### src/rtl/mem_port_sched.sv
// Single-port memory scheduler: arbitrates fetch vs data access, runs the
// req/ack handshake, returns read data and drives pipeline load/stall controls.
module mem_port_sched #(
  parameter int AW       = 32,
  parameter int DW       = 32,
  parameter int MAX_WAIT = 15
) (
  input  logic          clk,
  input  logic          rst,
  input  logic          if_req,
  input  logic [AW-1:0] if_addr,
  input  logic          d_req,
  input  logic          d_we,
  input  logic [AW-1:0] d_addr,
  input  logic [DW-1:0] d_wdata,
  output logic          m_req,
  output logic          m_we,
  output logic [AW-1:0] m_addr,
  output logic [DW-1:0] m_wdata,
  input  logic [DW-1:0] m_rdata,
  input  logic          m_ack,
  output logic [DW-1:0] if_rdata,
  output logic          if_valid,
  output logic [DW-1:0] d_rdata,
  output logic          d_valid,
  output logic          pc_load,
  output logic          ifid_load,
  output logic          stall,
  output logic          err
);

  // state | meaning
  // IDLE  | no transfer outstanding, arbitrating requesters
  // FETCH | instruction read in flight, m_req high
  // DATA  | load/store in flight, m_req high
  // ERR   | watchdog expired, memory presumed hung; exit only by reset
  typedef enum logic [1:0] {IDLE, FETCH, DATA, ERR} state_t;

  localparam logic [7:0] WAIT_LIM = 8'(MAX_WAIT);

  state_t     state;
  logic [7:0] wait_cnt;
  logic       last_data;

  always_ff @(posedge clk or negedge rst) begin
    if (!rst) begin
      state     <= IDLE;
      m_req     <= 1'b0;
      m_we      <= 1'b0;
      m_addr    <= '0;
      m_wdata   <= '0;
      if_rdata  <= '0;
      if_valid  <= 1'b0;
      d_rdata   <= '0;
      d_valid   <= 1'b0;
      err       <= 1'b0;
      wait_cnt  <= '0;
      last_data <= 1'b0;
    end else begin
      if_valid <= 1'b0;
      d_valid  <= 1'b0;
      case (state)
        IDLE: begin
          // on contention, whoever was not served last goes next
          if (d_req && (!if_req || !last_data)) begin
            state     <= DATA;
            m_req     <= 1'b1;
            m_we      <= d_we;
            m_addr    <= d_addr;
            m_wdata   <= d_wdata;
            last_data <= 1'b1;
          end else if (if_req) begin
            state     <= FETCH;
            m_req     <= 1'b1;
            m_we      <= 1'b0;
            m_addr    <= if_addr;
            last_data <= 1'b0;
          end
        end
        FETCH, DATA: begin
          if (m_ack) begin
            if (state == FETCH) begin
              if_rdata <= m_rdata;
              if_valid <= 1'b1;
            end else begin
              d_rdata <= m_rdata;
              d_valid <= 1'b1;
            end
            m_req    <= 1'b0;
            m_we     <= 1'b0;
            wait_cnt <= '0;
            state    <= IDLE;
          end else if (wait_cnt == WAIT_LIM) begin
            state <= ERR;
            m_req <= 1'b0;
            err   <= 1'b1;
          end else begin
            wait_cnt <= wait_cnt + 8'd1;
          end
        end
        ERR:     state <= ERR;
        default: state <= IDLE;
      endcase
    end
  end

  assign pc_load   = if_valid & ~err;
  assign ifid_load = if_valid & ~err;
  assign stall     = (d_req & ~d_valid) | err;

endmodule

### config.mk
export PLATFORM = sky130hd
export DESIGN_NAME = mem_port_sched
export DESIGN_NICKNAME = d
export VERILOG_FILES = /design/src/rtl/mem_port_sched.sv
export SDC_FILE = /design/constraint.sdc
export NUM_CORES = 1
export LEC_CHECK = 0
export ABC_AREA = 0
export CAP_MARGIN = 10
export CORE_MARGIN = 2
export CORE_UTILIZATION = 30
export DETAILED_ROUTE_END_ITERATION = 12
export HOLD_SLACK_MARGIN = 0.02
export PLACE_DENSITY_LB_ADDON = 0.25
export SYNTH_ARGS = -nofsm -noshare
export SYNTH_HDL_FRONTEND = slang
export SYNTH_SLANG_ARGS = --single-unit
### constraint.sdc
create_clock -name clk -period 1.57 [get_ports clk]
set_input_delay 0.314 -clock clk [delete_from_list [all_inputs] [get_ports clk]]
set_output_delay 0.314 -clock clk [all_outputs]
set_load 0.01 [all_outputs]
* Word-level counts from Yosys, hierarchy flattened
Index checks and enable logic that the tools add are counted.
** Storage, ports and cells
- Bits in read-only memories :: 0
- Memories :: 0
- Register bits after elaboration :: 144
- Bits in latches :: 0
- RAM bits :: 0
** Operators by class
- $add $sub $neg :: 1
- Magnitude comparators :: 0
- Divide/modulo/power cells :: 0
- Muxes and demuxes :: 25
- Multiply operators :: 0
- Equality and inequality tests :: 8
- Bitwise gates (word level) :: 7
- Reduce and logical (&&, ||, !) cells :: 17
- Shift operators :: 0
** Operators by type and width (number)
- $mux W32 :: 2
- $mux W8 :: 2
- $reduce_and A3 Y1 :: 5
- $mux W1 :: 14
- $add A8 B1 Y8 const B :: 1
- $eq A8 B4 Y1 const B :: 1
- $mux W2 :: 4
- $reduce_and A2 Y1 :: 4
- $ne A3 B3 Y1 const B :: 2
- $pmux W2 S3 :: 1
- $eq A2 B2 Y1 const B :: 2
- $ne A2 B2 Y1 const B :: 2
- $not A1 Y1 :: 4
- $pmux W1 S2 :: 2
- $reduce_bool A2 Y1 :: 2
- $and A1 B1 Y1 :: 2
- $eq A2 B1 Y1 const B :: 1
- $logic_not A1 Y1 :: 2
- $logic_not A2 Y1 :: 1
- $reduce_or A2 Y1 :: 1
- $logic_and A1 B1 Y1 :: 1
- $logic_or A1 B1 Y1 :: 1
- $or A1 B1 Y1 :: 1

* Depth between registers and ports, before layout
- Word-level depth :: 5
- Gate-level depth with buffers :: 8
- Mapped depth without buffers :: 6

* Worst setup path before layout
OpenSTA, ideal clock, no wires.
- Kind :: register -> register
- From :: reg state[0]
- To :: reg m_we
- Setup time :: 125 ps
- Stages on the path, launching flop included :: 7
- Arrival time :: 1462 ps
- Path slack :: -17 ps
- Path buffers :: 1
- Clock period less this slack :: 1587 ps
- Required time :: 1445 ps
- Cells stage by stage :: dfrtp_1 > inv_1 > ha_1 > buf_2 > clkinv_1 > and3_1 > mux2_2
** Between the ends
- Word-level cells in the longest chain between the ends :: 4
** Ends and longest elaborated chain
- from (decl) :: RTL line 41 : state_t state;
- from (signal assigned) :: RTL line 47 : state <= IDLE;
- from (signal assigned) :: RTL line 66 : state <= DATA;
- from (signal assigned) :: RTL line 73 : state <= FETCH;
- $eq A2 B1 Y1 or $eq A2 B2 Y1 (tied branches) :: RTL line 62 : case (state)
- $reduce_or A2 Y1 :: RTL line 62
- $ne A2 B2 Y1 (no line) or $reduce_bool A2 Y1 (tied branches)
- $reduce_and A3 Y1 (no line)
- to (signal assigned) :: RTL line 68 : m_we <= d_we;
- to (decl) :: RTL line 17 : output logic m_we,
Several ways; a longest one is shown, not always the timed one.
A chain may end at the register's enable or synchronous reset.

* Worst setup path in the final report
- From :: reg state[0]
- To :: reg d_rdata[16]
** Between the ends
- Word-level cells in the longest chain between the ends :: 3
** Ends and longest elaborated chain
- $eq A2 B1 Y1 or $eq A2 B2 Y1 (tied branches) :: RTL line 62, 82
- $reduce_or A2 Y1 or $not A1 Y1 (tied branches)
- $reduce_and A3 Y1 (no line) *
- to (signal assigned) :: RTL line 86 : d_rdata <= m_rdata;
- to (decl) :: RTL line 24 : output logic [DW-1:0] d_rdata,
Every way passes the cells marked *; elsewhere a longest branch is shown, timed or not.

==> results.json <==
{
  "crit_arrival_ns": 1.88,
  "slew_violations": 0,
  "numPortBuffers": 269,
  "synth_seq_area_share_pct": 59.6,
  "syn_to_final_growth_pct": 69.5,
  "finalPower_mw": 20.5,
  "ys_ff_latch": 144,
  "muxShareOfSynthArea_pct": 19.6,
  "synth.most_common_cell": "dfrtp_1",
  "nNetsFinal": 954,
  "synth-compound-area-share_pct": 6.12,
  "syn_avg_cell_area_um2": 12.1,
  "multi_input_area_mm2": 0.00247,
  "synth_common_cells": "144 x dfrtp_1, 133 x nand2_1, 38 x mux2_2, 38 x o21ai_0, 34 x mux2i_1",
  "htreeDepth": 4,
  "grt_use_total_pct": 16.8,
  "synth_top_family_by_area": "multiplexers",
  "critical_path_class": "reg2reg",
  "synth_flop_cell": "dfrtp_1",
  "clk_latency_ns": 0.42,
  "grt_pass1_vias": 5298,
  "synth_fa_ha_area_share_pct": 0.827,
  "cts_num_sinks": 144,
  "fill_cells": 1773,
  "synth-simple-area-share_pct": 10.3,
  "final_core_util_pct": 52.2,
  "tritoncts": "yes",
  "fin_area_mm2": 0.0103,
  "status": "complete, but fails checks",
  "max_cap_viol_count": 0,
  "fin_ws_ns": -0.000316,
  "root_buffer": "clkbuf_16",
  "pwr_density_cell_mw_per_mm2": 2000,
  "place_area_mm2": 0.00937,
  "max_freq_ghz": 0.637,
  "min_path_type": "in2async",
  "syn-cell-area_mm2": 0.00605,
  "setup_viol": 1,
  "fin_crit_ns": 1.57,
  "rsz0062_at_grt": "true",
  "gr-total-overflow": 0,
  "seqCellArea_mm2": 0.00360,
  "clk_pin_slew_ns": 0.06,
  "irDropWorstVdd_uv": 1040,
  "fin_crit_sh_pct": 100,
  "async_flop_share_pct": 100,
  "finClkSkew_ns": 0.0112,
  "ios": 270,
  "worstMarginPinSlew_ns": 0.419,
  "synthTopCellsByArea": "dfrtp_1 60%, nand2_1 8.3%, mux2_2 7.1%, mux2_4 6.9%, mux2i_1 5.6%",
  "synth_xor_area_share_pct": 0.145,
  "first_iter_violations": 138,
  "end_kind": "flop",
  "start_util_pct": 30.8,
  "std_cell_rows": 51,
  "grt_pass1_wl_mm": 28.3,
  "synth_top_area_cell": "dfrtp_1",
  "synth_nets": 637,
  "syn_inst": 499,
  "worstPathRequired_ns": 1.88,
  "wire_per_inst_um": 16.6,
  "cts_buffers": 17,
  "vias": 4972,
  "via_per_inst": 4.55,
  "cp-start-kind": "flop",
  "ant_nets": 0,
  "n_antenna_cell": 0,
  "drc": 0,
  "die_w_um": 146,
  "slew_headroom_pct": 72.1,
  "die_area_mm2": 0.0213,
  "yosysTopAreaCellShare_pct": 59.6,
  "coreArea_mm2": 0.0197,
  "yosys_warnings": 0,
  "routed_wl_mm": 18.2,
  "firstDrtPassIters": 4,
  "crit_fanout": 6,
  "gp_congestion": 0.802,
  "antenna_found_initial": 0,
  "drive_above_1_share_pct": 26.1,
  "synth-edff-count": 0,
  "hold_viol": 0,
  "violations": "negative setup slack",
  "tns_ns": -0.000316,
  "grt_max_degree": 40,
  "dpl_worst_slack_ns": -0.427,
  "synth_cell_types": 39,
  "leakagePower_nw": 5.04,
  "hpwl_mm": 12.9,
  "die_h_um": 146,
  "clockBufferDepth": 2
}
[what timing repair did]
action / in CTS / in global routing
hold buffers: 1 / 0
pin swaps: 25 / 21
gates cloned: 2 / 2
hold endpoints to repair: 32 / 0
buffers inserted: 6 / 4
setup endpoints to repair: 208 / 69
gates resized for setup: 188 / 40
[worst paths after layout]
path                                        startpoint                 endpoint  slack (ns)  cells past startpoint
min in group clk                d_rdata[2]$_DFFE_PN0P_   d_rdata[2]$_DFFE_PN0P_        0.47                      2
worst max-delay path              state[0]$_DFFE_PN0P_  d_rdata[16]$_DFFE_PN0P_     -0.0003                      9
worst max register to register    state[0]$_DFFE_PN0P_  d_rdata[16]$_DFFE_PN0P_     -0.0003                      9
worst min-delay path                               rst    m_addr[6]$_DFFE_PN0P_        0.39                      2
worst min register to register  d_rdata[2]$_DFFE_PN0P_   d_rdata[2]$_DFFE_PN0P_        0.47                      2
max in group asynchronous                          rst   m_wdata[9]$_DFFE_PN0P_        0.62                      3
[layer usage]
| metal | wire [um] | GRT usage (%) |
|---|---|---|
| met3 | 1900 | 6.97 |
| met4 | 337 | 6.12 |
| met2 | 8960 | 29.2 |
| met1 | 6980 | 18.5 |
| met5 | 0 | 0 |
[layout make-up]
cell class              count  share of cell area (%)
flip-flops and latches    144                    35.1
multi-input cells         320                    24.1
clock inverters            12                    2.26
inverters                   8                   0.342
well taps                 265                    3.23
repair buffers            325                    30.7
clock buffers              19                    4.22
[critical path, stage by stage (launching register included)]
cell and delay [ns]:
dfrtp_1 0.39, inv_2 0.08, ha_4 0.22, buf_6 0.11, nand3b_1 0.17, inv_2 0.10, buf_12 0.14, clkbuf_16 0.16
nand2_4 0.05, nand2_2 0.04
[cell families after synthesis]
kind of cell / after synthesis
AOI/OAI and AO/OA: 63
buffers and inverters: 35
adders and majority gates: 4
muxes: 100
and+or+nand+nor: 152
xor gates and xnor gates: 1
DFF: 144
[state kept, by name, indices dropped and copies added, names as in the netlist]
signal	count
d_rdata	32
last_data	1
m_wdata	32
if_valid	1
d_valid	1
state	2
if_rdata	32
m_req	1
wait_cnt	8
err	1
m_we	1
m_addr	32
[report_power, final]
group,internal (mW),switching [mW],leakage (nW),total [mW]
logic,5.08,4.37,2.96,9.45
registers,5.49,0.923,1.76,6.42
clock network,2.99,1.63,0.319,4.63
[through the flow]
step,cells,hold slack [ns]
after detailed placement,1051,0.263
after CTS,1090,0.386
after global routing,1093,0.412
final,1093,0.390
after floorplan,499,0.0184
after global placement,1051,0.262
[placed cells by master (no fill, tap or decap), types with 6 or more instances in the layout]
cell type        netlist  routed
a21oi_1                8       6
buf_12                 0      10
buf_4                  1      35
buf_6                  7       7
bufinv_16              0       6
clkbuf_16              0      19
clkdlybuf4s50_1        0     131
dfrtp_1              144     143
dlygate4sd2_1          0     133
mux2_2                38      36
mux2_4                28      30
mux2i_1               34      34
nand2_1              133      96
nand2_2                0      32
nand2_4                1       6
o21ai_0               38      36
Power figures use the tool's default switching activity.
